### config.mk
export PLATFORM = sky130hd
export DESIGN_NAME = pc_sequencer
export DESIGN_NICKNAME = d
export VERILOG_FILES = /design/src/rtl/dsp_core_pkg.sv /design/src/rtl/branch_cmp.sv /design/src/rtl/pc_sequencer.sv
export SDC_FILE = /design/constraint.sdc
export NUM_CORES = 1
export LEC_CHECK = 0
export CORE_MARGIN = 8
export CORE_UTILIZATION = 45
export CTS_BUF_LIST = sky130_fd_sc_hd__clkbuf_8
export CTS_CLUSTER_DIAMETER = 150
export CTS_CLUSTER_SIZE = 40
export DETAILED_ROUTE_END_ITERATION = 10
export DONT_BUFFER_PORTS = 1
export SYNTH_ARGS = -nofsm -noshare
export SYNTH_HDL_FRONTEND = slang
export SYNTH_HIERARCHICAL = 1
export SYNTH_SLANG_ARGS = --single-unit
### constraint.sdc
create_clock -name clk -period 9.5 [get_ports clk]
set_input_delay 0.95 -clock clk [delete_from_list [all_inputs] [get_ports clk]]
set_output_delay 0.95 -clock clk [all_outputs]
set_load 0.05 [all_outputs]
### src/rtl/dsp_core_pkg.sv
// Shared types and constants for the scalar DSP core.
// Sequencer states, branch condition codes and PC helpers.
package dsp_core_pkg;

  localparam int XLEN = 32;

  typedef enum logic [1:0] {
    ST_IDLE   = 2'd0,
    ST_FETCH  = 2'd1,
    ST_EXEC   = 2'd2,
    ST_COMMIT = 2'd3
  } state_e;

  localparam logic [2:0] BR_EQ  = 3'b000;
  localparam logic [2:0] BR_NE  = 3'b001;
  localparam logic [2:0] BR_LT  = 3'b100;
  localparam logic [2:0] BR_GE  = 3'b101;
  localparam logic [2:0] BR_LTU = 3'b110;
  localparam logic [2:0] BR_GEU = 3'b111;

  function automatic logic [XLEN-1:0] align4(
    input logic [XLEN-1:0] a
  );
    return {a[XLEN-1:2], 2'b00};
  endfunction

endpackage

### src/rtl/branch_cmp.sv
// Branch condition evaluator for the fetch-stage sequencer.
// Purely combinational; codes 010/011 never take.
module branch_cmp
  import dsp_core_pkg::*;
(
  input  logic [2:0]      br_func,
  input  logic [XLEN-1:0] comp1,
  input  logic [XLEN-1:0] comp2,
  output logic            taken
);

  logic eq;
  logic lt_s;
  logic lt_u;

  assign eq   = (comp1 == comp2);
  assign lt_s = ($signed(comp1) < $signed(comp2));
  assign lt_u = (comp1 < comp2);

  always_comb begin
    taken = 1'b0;
    case (br_func)
      BR_EQ:   taken = eq;
      BR_NE:   taken = !eq;
      BR_LT:   taken = lt_s;
      BR_GE:   taken = !lt_s;
      BR_LTU:  taken = lt_u;
      BR_GEU:  taken = !lt_u;
      default: taken = 1'b0;
    endcase
  end

endmodule

### src/rtl/pc_sequencer.sv
// Fetch-stage sequencer: owns the PC, walks FETCH/EXEC/COMMIT
// and picks the next PC from jump, branch or pc4.
module pc_sequencer
  import dsp_core_pkg::*;
#(
  parameter logic [XLEN-1:0] RESET_PC = 32'h0000_0000,
  parameter int              SLOT_LEN = 4,
  parameter int              PC4_SLOT = 2
) (
  input  logic            clk,
  input  logic            nrst,
  input  logic            execute,
  input  logic            stall,
  output logic            imem_req,
  output logic [XLEN-1:0] imem_addr,
  input  logic            imem_ack,
  input  logic [XLEN-1:0] imem_rdata,
  output logic [XLEN-1:0] instr,
  input  logic            br_valid,
  input  logic [2:0]      br_func,
  input  logic [XLEN-1:0] comp1,
  input  logic [XLEN-1:0] comp2,
  input  logic [XLEN-1:0] br_offset,
  input  logic            jmp_valid,
  input  logic [XLEN-1:0] jmp_target,
  output logic [XLEN-1:0] pc,
  output logic [XLEN-1:0] pc4,
  output logic [3:0]      slot,
  output logic            retire
);

  localparam logic [3:0] SLOT_LAST = 4'(SLOT_LEN - 1);
  localparam logic [3:0] SLOT_PC4  = 4'(PC4_SLOT);

  state_e          state_q, state_d;
  logic [XLEN-1:0] pc_q, pc_d;
  logic [XLEN-1:0] pc4_q, pc4_d;
  logic [XLEN-1:0] instr_q, instr_d;
  logic [3:0]      slot_q, slot_d;
  logic            req_q, req_d;
  logic            retire_q, retire_d;

  logic            taken;
  logic [XLEN-1:0] br_pc;
  logic [XLEN-1:0] nxt_pc;

  branch_cmp u_cmp (
    .br_func (br_func),
    .comp1   (comp1),
    .comp2   (comp2),
    .taken   (taken)
  );

  assign br_pc = pc_q + br_offset;

  always_comb begin
    nxt_pc = pc4_q;
    if (jmp_valid) begin
      nxt_pc = jmp_target;
    end else if (br_valid && taken) begin
      nxt_pc = br_pc;
    end
  end

  always_comb begin
    state_d  = state_q;
    pc_d     = pc_q;
    pc4_d    = pc4_q;
    instr_d  = instr_q;
    slot_d   = slot_q;
    req_d    = 1'b0;
    retire_d = 1'b0;
    if (!execute) begin
      // A same-cycle ack is dropped along with the request
      state_d = ST_IDLE;
      pc4_d   = '0;
      slot_d  = '0;
    end else begin
      unique case (state_q)
        ST_IDLE: begin
          state_d = ST_FETCH;
          req_d   = 1'b1;
          slot_d  = '0;
        end
        ST_FETCH: begin
          if (imem_ack) begin
            instr_d = imem_rdata;
            slot_d  = '0;
            state_d = ST_EXEC;
          end else begin
            req_d = 1'b1;
          end
        end
        ST_EXEC: begin
          if (slot_q == SLOT_PC4) begin
            pc4_d = pc_q + XLEN'(4);
          end
          if (slot_q == SLOT_LAST) begin
            if (!stall) begin
              state_d = ST_COMMIT;
              slot_d  = '0;
            end
          end else begin
            slot_d = slot_q + 4'd1;
          end
        end
        ST_COMMIT: begin
          pc_d     = align4(nxt_pc);
          retire_d = 1'b1;
          req_d    = 1'b1;
          state_d  = ST_FETCH;
        end
        default: state_d = ST_IDLE;
      endcase
    end
  end

  always_ff @(posedge clk) begin
    if (!nrst) begin
      state_q  <= ST_IDLE;
      pc_q     <= RESET_PC;
      pc4_q    <= '0;
      instr_q  <= '0;
      slot_q   <= '0;
      req_q    <= 1'b0;
      retire_q <= 1'b0;
    end else begin
      state_q  <= state_d;
      pc_q     <= pc_d;
      pc4_q    <= pc4_d;
      instr_q  <= instr_d;
      slot_q   <= slot_d;
      req_q    <= req_d;
      retire_q <= retire_d;
    end
  end

  assign imem_req  = req_q;
  assign imem_addr = pc_q;
  assign instr     = instr_q;
  assign pc        = pc_q;
  assign pc4       = pc4_q;
  assign slot      = slot_q;
  assign retire    = retire_q;

endmodule
==> PnR_summary.wiki, run 1 <==
{| class="wikitable"
! Metric !! Value
|-
| Run status || finished clean
|-
| Overall overflow remaining after global route || 0
|-
| Count of different cell masters after synthesis || 77
|-
| Top-level I/O count || 304
|-
| Routed WL per cell || 21.1 microns
|-
| TritonCTS clock tree || built
|-
| Tcrit/Tclk final || 0.436
|-
| Internal reg-to-reg setup slack || 6.29 ns
|-
| Critical path class || input pin to flop
|-
| Clock slew seen by the registers of the worst setup and hold paths || 0.12 ns
|-
| FF-to-FF Start || imem_addr[8]$_SDFFE_PN0P_
|-
| Max-capacitance violation count || 0
|-
| PostCTS Resize Cnt || 0
|-
| Horizontal extent of the die || 146 microns
|-
| Number of standard-cell rows in the floorplan || 47
|-
| Detailed Routing Iterations Pass 1 || 5
|-
| Overall die area || 21200 sq um
|-
| Clock period minus final worst setup slack || 4.14 ns
|-
| Count of cells along the worst hold path || 2
|-
| Antenna Diode Count || 0
|-
| Via count || 6810
|-
| Antenna violations before repair || 0
|-
| Area inside the core boundary || 16500 sq um
|-
| Async set-or-reset flop fraction in the synthesized netlist || 0
|-
| Finished layout cell area || 7790 sq um
|-
| Clock insertion delay at the later pin of the skew report || 0.39 ns
|-
| Hold EP || imem_addr[5]$_SDFFE_PN0P_
|-
| Total number of clock tree sinks || 100
|-
| Type of destination of the critical path || flop
|-
| Part of the power in registers || 0.518
|-
| Fraction of final layout cells sized beyond drive strength 1 || 0.0830
|-
| Critical path required time || 9.84 ns
|-
| Layout Skew || 0.0124 ns
|-
| Highest attainable clock frequency || 0.241 GHz
|-
| Residual antenna-violating net count after detailed routing || 0
|-
| Port Buffer Count || 0
|-
| Drt initial violations || 501
|-
| DR DRC count || 0
|-
| Commonest non-fill, non-tap cell in the layout || sky130_fd_sc_hd__nand2_1
|-
| Max clock buf depth || 2
|-
| Avg Synthesized Cell Area || 7.70 sq um
|-
| Half-perimeter wire length after placement || 18800 microns
|-
| Worst hold start || imem_addr[5]$_SDFFE_PN0P_
|-
| CP startpoint kind || input pin
|-
| Portion of total power attributed to the clock network || 0.343
|-
| Hold bufs inserted after CTS || 0
|-
| Global-route wire length before repair || 38500 microns
|-
| Cell count of the worst reg-to-reg path || 8
|-
| Pin count of the biggest net entering global routing || 63
|-
| Actual slew at the worst max-slew pin || 1.16 ns
|-
| Post-CTS setup-driven buffer insertion count || 0
|-
| Post-synth top flop || sky130_fd_sc_hd__dfxtp_1
|-
| Number of nets in the final layout || 1186
|-
| Sequential cell area fraction in the yosys report || 0.265
|-
| Power Internal || 0.572 mW
|-
| Number of hold violations in the final report || 0
|-
| Total global routing track utilization || 0.226
|-
| Synthesis Warnings || 6
|-
| Number of instances in the synthesized netlist || 982
|-
| Number of enable-type register cells in the synthesized netlist || 0
|-
| List of cells traversed by the critical path || inv_1, ha_1, and4_2, or4b_2, o22ai_1, or4_1, a31o_1, nand2_1, buf_4, nor2_1, nand2_1, or4_1, nand3_1
|-
| Max Fanout on Critical Path || 30
|-
| Final-report max-slew violation count || 0
|-
| Syn Std Cell Area || 7560 sq um
|-
| RSZ-0062 raised after global routing || no
|-
| Most frequent cells in the layout || sky130_fd_sc_hd__nand2_1 (165), sky130_fd_sc_hd__dfxtp_1 (100), sky130_fd_sc_hd__nor2_1 (71)
|-
| Combinational cell fraction of total power || 0.138
|-
| Rel. slew slack || 0.225
|-
| Count of state elements after synthesis || 100
|-
| Area grow syn2layout || 3.11%
|-
| Initial Utilization || 0.457
|-
| Worst supply voltage drop on vdd || 0.0621 mV
|-
| CTS buffer count || 9
|-
| Switch Pwr || 0.278 mW
|-
| Final wirelength || 24800 microns
|-
| Placement Cell Area || 7580 sq um
|-
| Number of levels the H-tree was split into || 3
|-
| Endpoint of the worst-slack reg-to-reg timing path || imem_addr[27]$_SDFFE_PN0P_
|-
| Switch share || 0.327
|-
| Slowest CP cell || sky130_fd_sc_hd__or4b_2
|-
| Leakage power || 3.15 nW
|-
| Largest incremental delay on the critical path || 0.58 ns
|-
| Buffer cell driving the clock tree root || sky130_fd_sc_hd__clkbuf_8
|-
| Path type of the worst min-delay path || flop to flop
|-
| Die extent in y || 146 microns
|-
| Final Wtd Congestion || 0.892
|-
| Fillers || 1687
|-
| Setup TNS || 0 ns
|-
| Vias per cell || 5.81
|-
| Vias in the first global route || 6588
|-
| Data arrival time of the critical path || 4.48 ns
|-
| Final setup fails || 0
|-
| Power density over the cells || 109 nW/um^2
|}
-- cell families after synthesis --
group	share of synthesized area
and+or+nand+nor	0.229
AOI/OAI and AO/OA	0.247
buffers and inverters	0.0879
DFF	0.265
adders and majority gates	0.115
xor gates and xnor gates	0.0498
muxes	0.00546
other	0.000496
-- final cells by class --
class | instances | area [sq um] | area share
multi-input cells | 761 | 4910 | 0.630
flip-flops and latches | 100 | 2000 | 0.257
well taps | 220 | 275 | 0.0353
repair buffers | 30 | 225 | 0.0289
inverters | 45 | 169 | 0.0217
clock buffers | 9 | 124 | 0.0159
clock inverters | 7 | 86.3 | 0.0111
-- per-layer routing --
metal	wire, microns	vias to the layer above	part of all wire	global-route usage
li1	-	3375	-	-
met3	2360	29	0.095	0.0631
met1	10600	3100	0.43	0.288
met4	444	0	0.018	0.0593
met2	11400	306	0.46	0.370
met5	0	-	0	0
-- worst max-delay path by stage --
stage | endpoint | from | cells past startpoint
global placement | imem_addr[29]$_SDFFE_PN0P_ | comp2[19] | 13
detailed placement | imem_addr[29]$_SDFFE_PN0P_ | comp2[19] | 13
finish | imem_addr[29]$_SDFFE_PN0P_ | comp2[19] | 13
floorplan | imem_addr[18]$_SDFFE_PN0P_ | comp2[23] | 14
global route | imem_addr[29]$_SDFFE_PN0P_ | comp2[30] | 13
CTS | imem_addr[29]$_SDFFE_PN0P_ | comp2[19] | 13
-- power by group through the flow --
stage / Clock (mW) / Sequential, mW / Combinational (mW)
finish: 0.292 / 0.441 / 0.118
global placement: 0 / 0.451 / 0.116
floorplan: 0 / 0.452 / 0.0975
global route: 0.315 / 0.442 / 0.133
detailed placement: 0 / 0.451 / 0.117
CTS: 0.299 / 0.441 / 0.118
-- metrics by stage --
stage / total power, mW / cells / worst slack [ns] / util / hold slack (ns)
after floorplan: 0.549 / 987 / 5.74 / - / 0.508
after global placement: 0.566 / 1156 / 4.91 / 0.459 / 0.517
after detailed placement: 0.568 / 1156 / 5.01 / 0.459 / 0.518
after CTS: 0.858 / 1172 / 5.41 / 0.472 / 0.533
after global routing: 0.890 / 1172 / 5.18 / 0.472 / 0.571
final: 0.851 / 1172 / 5.36 / 0.472 / 0.531
-- cell usage after synthesis (all sizes together) (3+ instances only) --
master / n / area (sq um)
and4: 8 / 75.1
nand4: 19 / 140
nand2: 165 / 619
nor2b: 3 / 18.8
and2: 13 / 83.8
a211oi: 32 / 250
o31ai: 3 / 22.5
or3: 10 / 62.6
a221oi: 4 / 53.8
nand2b: 3 / 18.8
xor2: 34 / 298
inv: 45 / 169
clkbuf: 34 / 149
o211ai: 16 / 153
dfxtp: 100 / 2000
or4: 4 / 30.0
a21oi: 62 / 322
a311oi: 3 / 26.3
a211o: 4 / 35.0
and3: 12 / 82.6
ha: 68 / 851
a21boi: 36 / 270
buf: 45 / 325
a21o: 14 / 105
a31oi: 10 / 92.6
a22oi: 4 / 30.0
mux2i: 3 / 30.0
o21a: 5 / 37.5
nor3: 12 / 76.3
nor3b: 5 / 37.5
o21ai: 63 / 319
nand3: 37 / 185
nor2: 71 / 267
xnor2: 9 / 78.8
-- registers in the layout (all words and copies together) (netlist names) --
register,cells
imem_addr,30
imem_req,1
instr,32
pc4,30
retire,1
slot,4
state_q,2
-- critical path: cells and delay by family --
kind                       cells  cell delay, ns
AOI/OAI and AO/OA              2            0.34
and+or+nand+nor                8            2.61
buffers and inverters          2            0.26
adders and majority gates      1            0.29
(Power assumes the default switching activity.)
==> run 2: changes to the inputs <==
==> constraint.sdc (replaced) <==
create_clock -name clk -period 4.1 [get_ports clk]
set_input_delay 0.41 -clock clk [delete_from_list [all_inputs] [get_ports clk]]
set_output_delay 0.41 -clock clk [all_outputs]
set_load 0.05 [all_outputs]
==> PnR_summary.wiki, run 2 (same netlist as run 1, synthesis figures left out) <==
{| class="wikitable"
! Metric !! Value
|-
| Pin count of the biggest net entering global routing || 63 (unchanged)
|-
| Tightest hold margin || 0.155 ns (-0.376 ns)
|-
| Flip-flop count of the largest register, all copies and words added || 32 (unchanged)
|-
| Placement Cell Area || 7640 sq um (+0.79%)
|-
| TritonCTS clock tree || built
|-
| Hold bufs inserted after CTS || 0 (unchanged)
|-
| Actual slew at the worst max-slew pin || 1.17 ns (+0.00848 ns)
|-
| Endpoint of the worst-slack reg-to-reg timing path || imem_addr[26]$_SDFFE_PN0P_
|-
| Final worst slack || 0.890 ns (-4.47 ns)
|-
| Count of non-filler cells in the finished layout || 1180 (+0.68%)
|-
| Area grow syn2layout || 3.94%
|-
| Worst hold start || imem_rdata[17]
|-
| Drt initial violations || 408 (-19%)
|-
| Beginning of the critical path || comp2[19]
|-
| Path type of the worst min-delay path || input pin to flop
|-
| Final wirelength || 24800 microns (+0.16%)
|-
| Fillers || 1721 (+2.0%)
|-
| CTS buffer count || 9 (unchanged)
|-
| Detailed Routing Iterations Pass 1 || 5 (unchanged)
|-
| Top-level I/O count || 304 (unchanged)
|-
| Highest attainable clock frequency || 0.312 GHz
|-
| Most frequent cells in the layout || sky130_fd_sc_hd__nand2_1 (165), sky130_fd_sc_hd__dfxtp_1 (100), sky130_fd_sc_hd__nor2_1 (71)
|-
| Die extent in y || 146 microns (unchanged)
|-
| Commonest non-fill, non-tap cell in the layout || sky130_fd_sc_hd__nand2_1
|-
| Total number of clock tree sinks || 100 (unchanged)
|-
| Clock insertion delay at the later pin of the skew report || 0.39 ns (about the same)
|-
| Critical path required time || 4.43 ns (-5.41 ns)
|-
| Final-report max-slew violation count || 0 (unchanged)
|-
| Vias per cell || 5.82 (+0.15%)
|-
| Residual antenna-violating net count after detailed routing || 0 (unchanged)
|-
| Global-route wire length before repair || 38700 microns (+0.54%)
|-
| Vias in the first global route || 6672 (+1.3%)
|-
| Area inside the core boundary || 16500 sq um (unchanged)
|-
| Port Buffer Count || 0 (unchanged)
|-
| RSZ-0062 raised after global routing || no
|-
| Total placed cells including tap cells || 1164 (+0.69%)
|-
| Initial Utilization || 0.457 (unchanged)
|-
| Setup slack at placement || 0.456 ns (-4.55 ns)
|-
| Internal reg-to-reg setup slack || 1.14 ns (-5.15 ns)
|-
| Layout Utilization || 0.476 (+0.00379)
|-
| Power density over the cells || 256 nW/um^2 (+130%)
|-
| Total global routing track utilization || 0.227 (+0.00101)
|-
| Number of standard-cell rows in the floorplan || 47 (unchanged)
|-
| CP startpoint kind || input pin
|-
| Count of cells along the worst hold path || 2 (unchanged)
|-
| Total power after layout || 2.01 mW (+140%)
|-
| Rel. slew slack || 0.219 (-0.00566)
|-
| Antenna violations before repair || 0 (unchanged)
|-
| Fraction of final layout cells sized beyond drive strength 1 || 0.0906 (+0.00764)
|-
| Tcrit/Tclk final || 0.783
|-
| Finished layout cell area || 7860 sq um (+0.80%)
|-
| Number of levels the H-tree was split into || 3 (unchanged)
|-
| Horizontal extent of the die || 146 microns (unchanged)
|-
| Data arrival time of the critical path || 3.54 ns (-0.94 ns)
|-
| Via count || 6867 (+0.84%)
|-
| Clock slew seen by the registers of the worst setup and hold paths || 0.11 ns (about the same)
|-
| Antenna Diode Count || 0 (unchanged)
|-
| Overall overflow remaining after global route || 0 (unchanged)
|-
| Half-perimeter wire length after placement || 19100 microns (+1.6%)
|-
| Number of hold violations in the final report || 0 (unchanged)
|-
| Run status || finished clean
|-
| Overall die area || 21200 sq um (unchanged)
|-
| Final Wtd Congestion || 0.882 (-1.1%)
|-
| Final setup fails || 0 (unchanged)
|-
| Max clock buf depth || 2 (unchanged)
|-
| Routed WL per cell || 21.0 microns (-0.52%)
|-
| Setup TNS || 0 ns (unchanged)
|-
| Layout Skew || 0.0217 ns (+0.00927 ns)
|-
| Clock period minus final worst setup slack || 3.21 ns
|-
| Cell count of the worst reg-to-reg path || 9 (+1)
|-
| Max-capacitance violation count || 0 (unchanged)
|-
| FF-to-FF Start || imem_addr[17]$_SDFFE_PN0P_
|-
| Post-CTS setup-driven buffer insertion count || 0 (unchanged)
|-
| PostCTS Resize Cnt || 0 (unchanged)
|-
| Hold EP || instr[17]$_SDFFE_PN0P_
|-
| Number of nets in the final layout || 1194 (+0.67%)
|-
| Max Fanout on Critical Path || 14 (-53%)
|-
| Type of destination of the critical path || flop
|-
| Worst supply voltage drop on vdd || 0.188 mV (+200%)
|-
| DR DRC count || 0 (unchanged)
|-
| Critical path class || input pin to flop
|-
| Buffer cell driving the clock tree root || sky130_fd_sc_hd__clkbuf_8
|-
| Leakage power || 3.19 nW (+1.4%)
|}
run 2: cell count changes in the layout (fill, tap and decap cells not counted), sizes merged:
| cell | change |
|---|---|
| bufinv | +1 |
| inv | +1 |
| clkbuf | +1 |
| clkinv | -4 |
| buf | +8 |
| clkinvlp | +1 |
run 2: layout make-up:
cell class | count | area, sq um | area share
inverters | 45 | 169 | 0.0215
well taps | 220 | 275 | 0.0350
clock buffers | 10 | 138 | 0.0175
repair buffers | 38 | 285 | 0.0363
clock inverters | 6 | 75.1 | 0.00955
multi-input cells | 761 | 4910 | 0.625
flip-flops and latches | 100 | 2000 | 0.255
run 2: routing by layer:
metal  global-route usage  wire [microns]  vias up
li1                     -               -     3399
met1                0.287           11000     3179
met2                0.380           11500      266
met3               0.0600            1990       23
met4               0.0526             324        0
met5                    0               0        -
run 2: power by group:
| group | total, mW | internal (mW) | switching [mW] |
|---|---|---|---|
| logic | 0.279 | 0.0997 | 0.179 |
| registers | 1.02 | 0.982 | 0.0369 |
| clock network | 0.711 | 0.310 | 0.401 |
run 2: critical path: stages:
cell	delay (ns)
sky130_fd_sc_hd__inv_1	0.02
sky130_fd_sc_hd__ha_1	0.29
sky130_fd_sc_hd__and4_2	0.26
sky130_fd_sc_hd__or4b_2	0.59
sky130_fd_sc_hd__o22ai_1	0.16
sky130_fd_sc_hd__or4_1	0.15
sky130_fd_sc_hd__a31o_1	0.18
sky130_fd_sc_hd__and2_1	0.63
sky130_fd_sc_hd__buf_4	0.27
sky130_fd_sc_hd__nor2_1	0.04
sky130_fd_sc_hd__o311ai_0	0.34
sky130_fd_sc_hd__o211a_1	0.20
run 2: worst max path at each step:
stage                                 end
2_1_floorplan  imem_addr[18]$_SDFFE_PN0P_
3_3_place_gp    imem_addr[4]$_SDFFE_PN0P_
3_5_place_dp   imem_addr[17]$_SDFFE_PN0P_
4_1_cts        imem_addr[17]$_SDFFE_PN0P_
5_1_grt         imem_addr[6]$_SDFFE_PN0P_
6_report        imem_addr[4]$_SDFFE_PN0P_
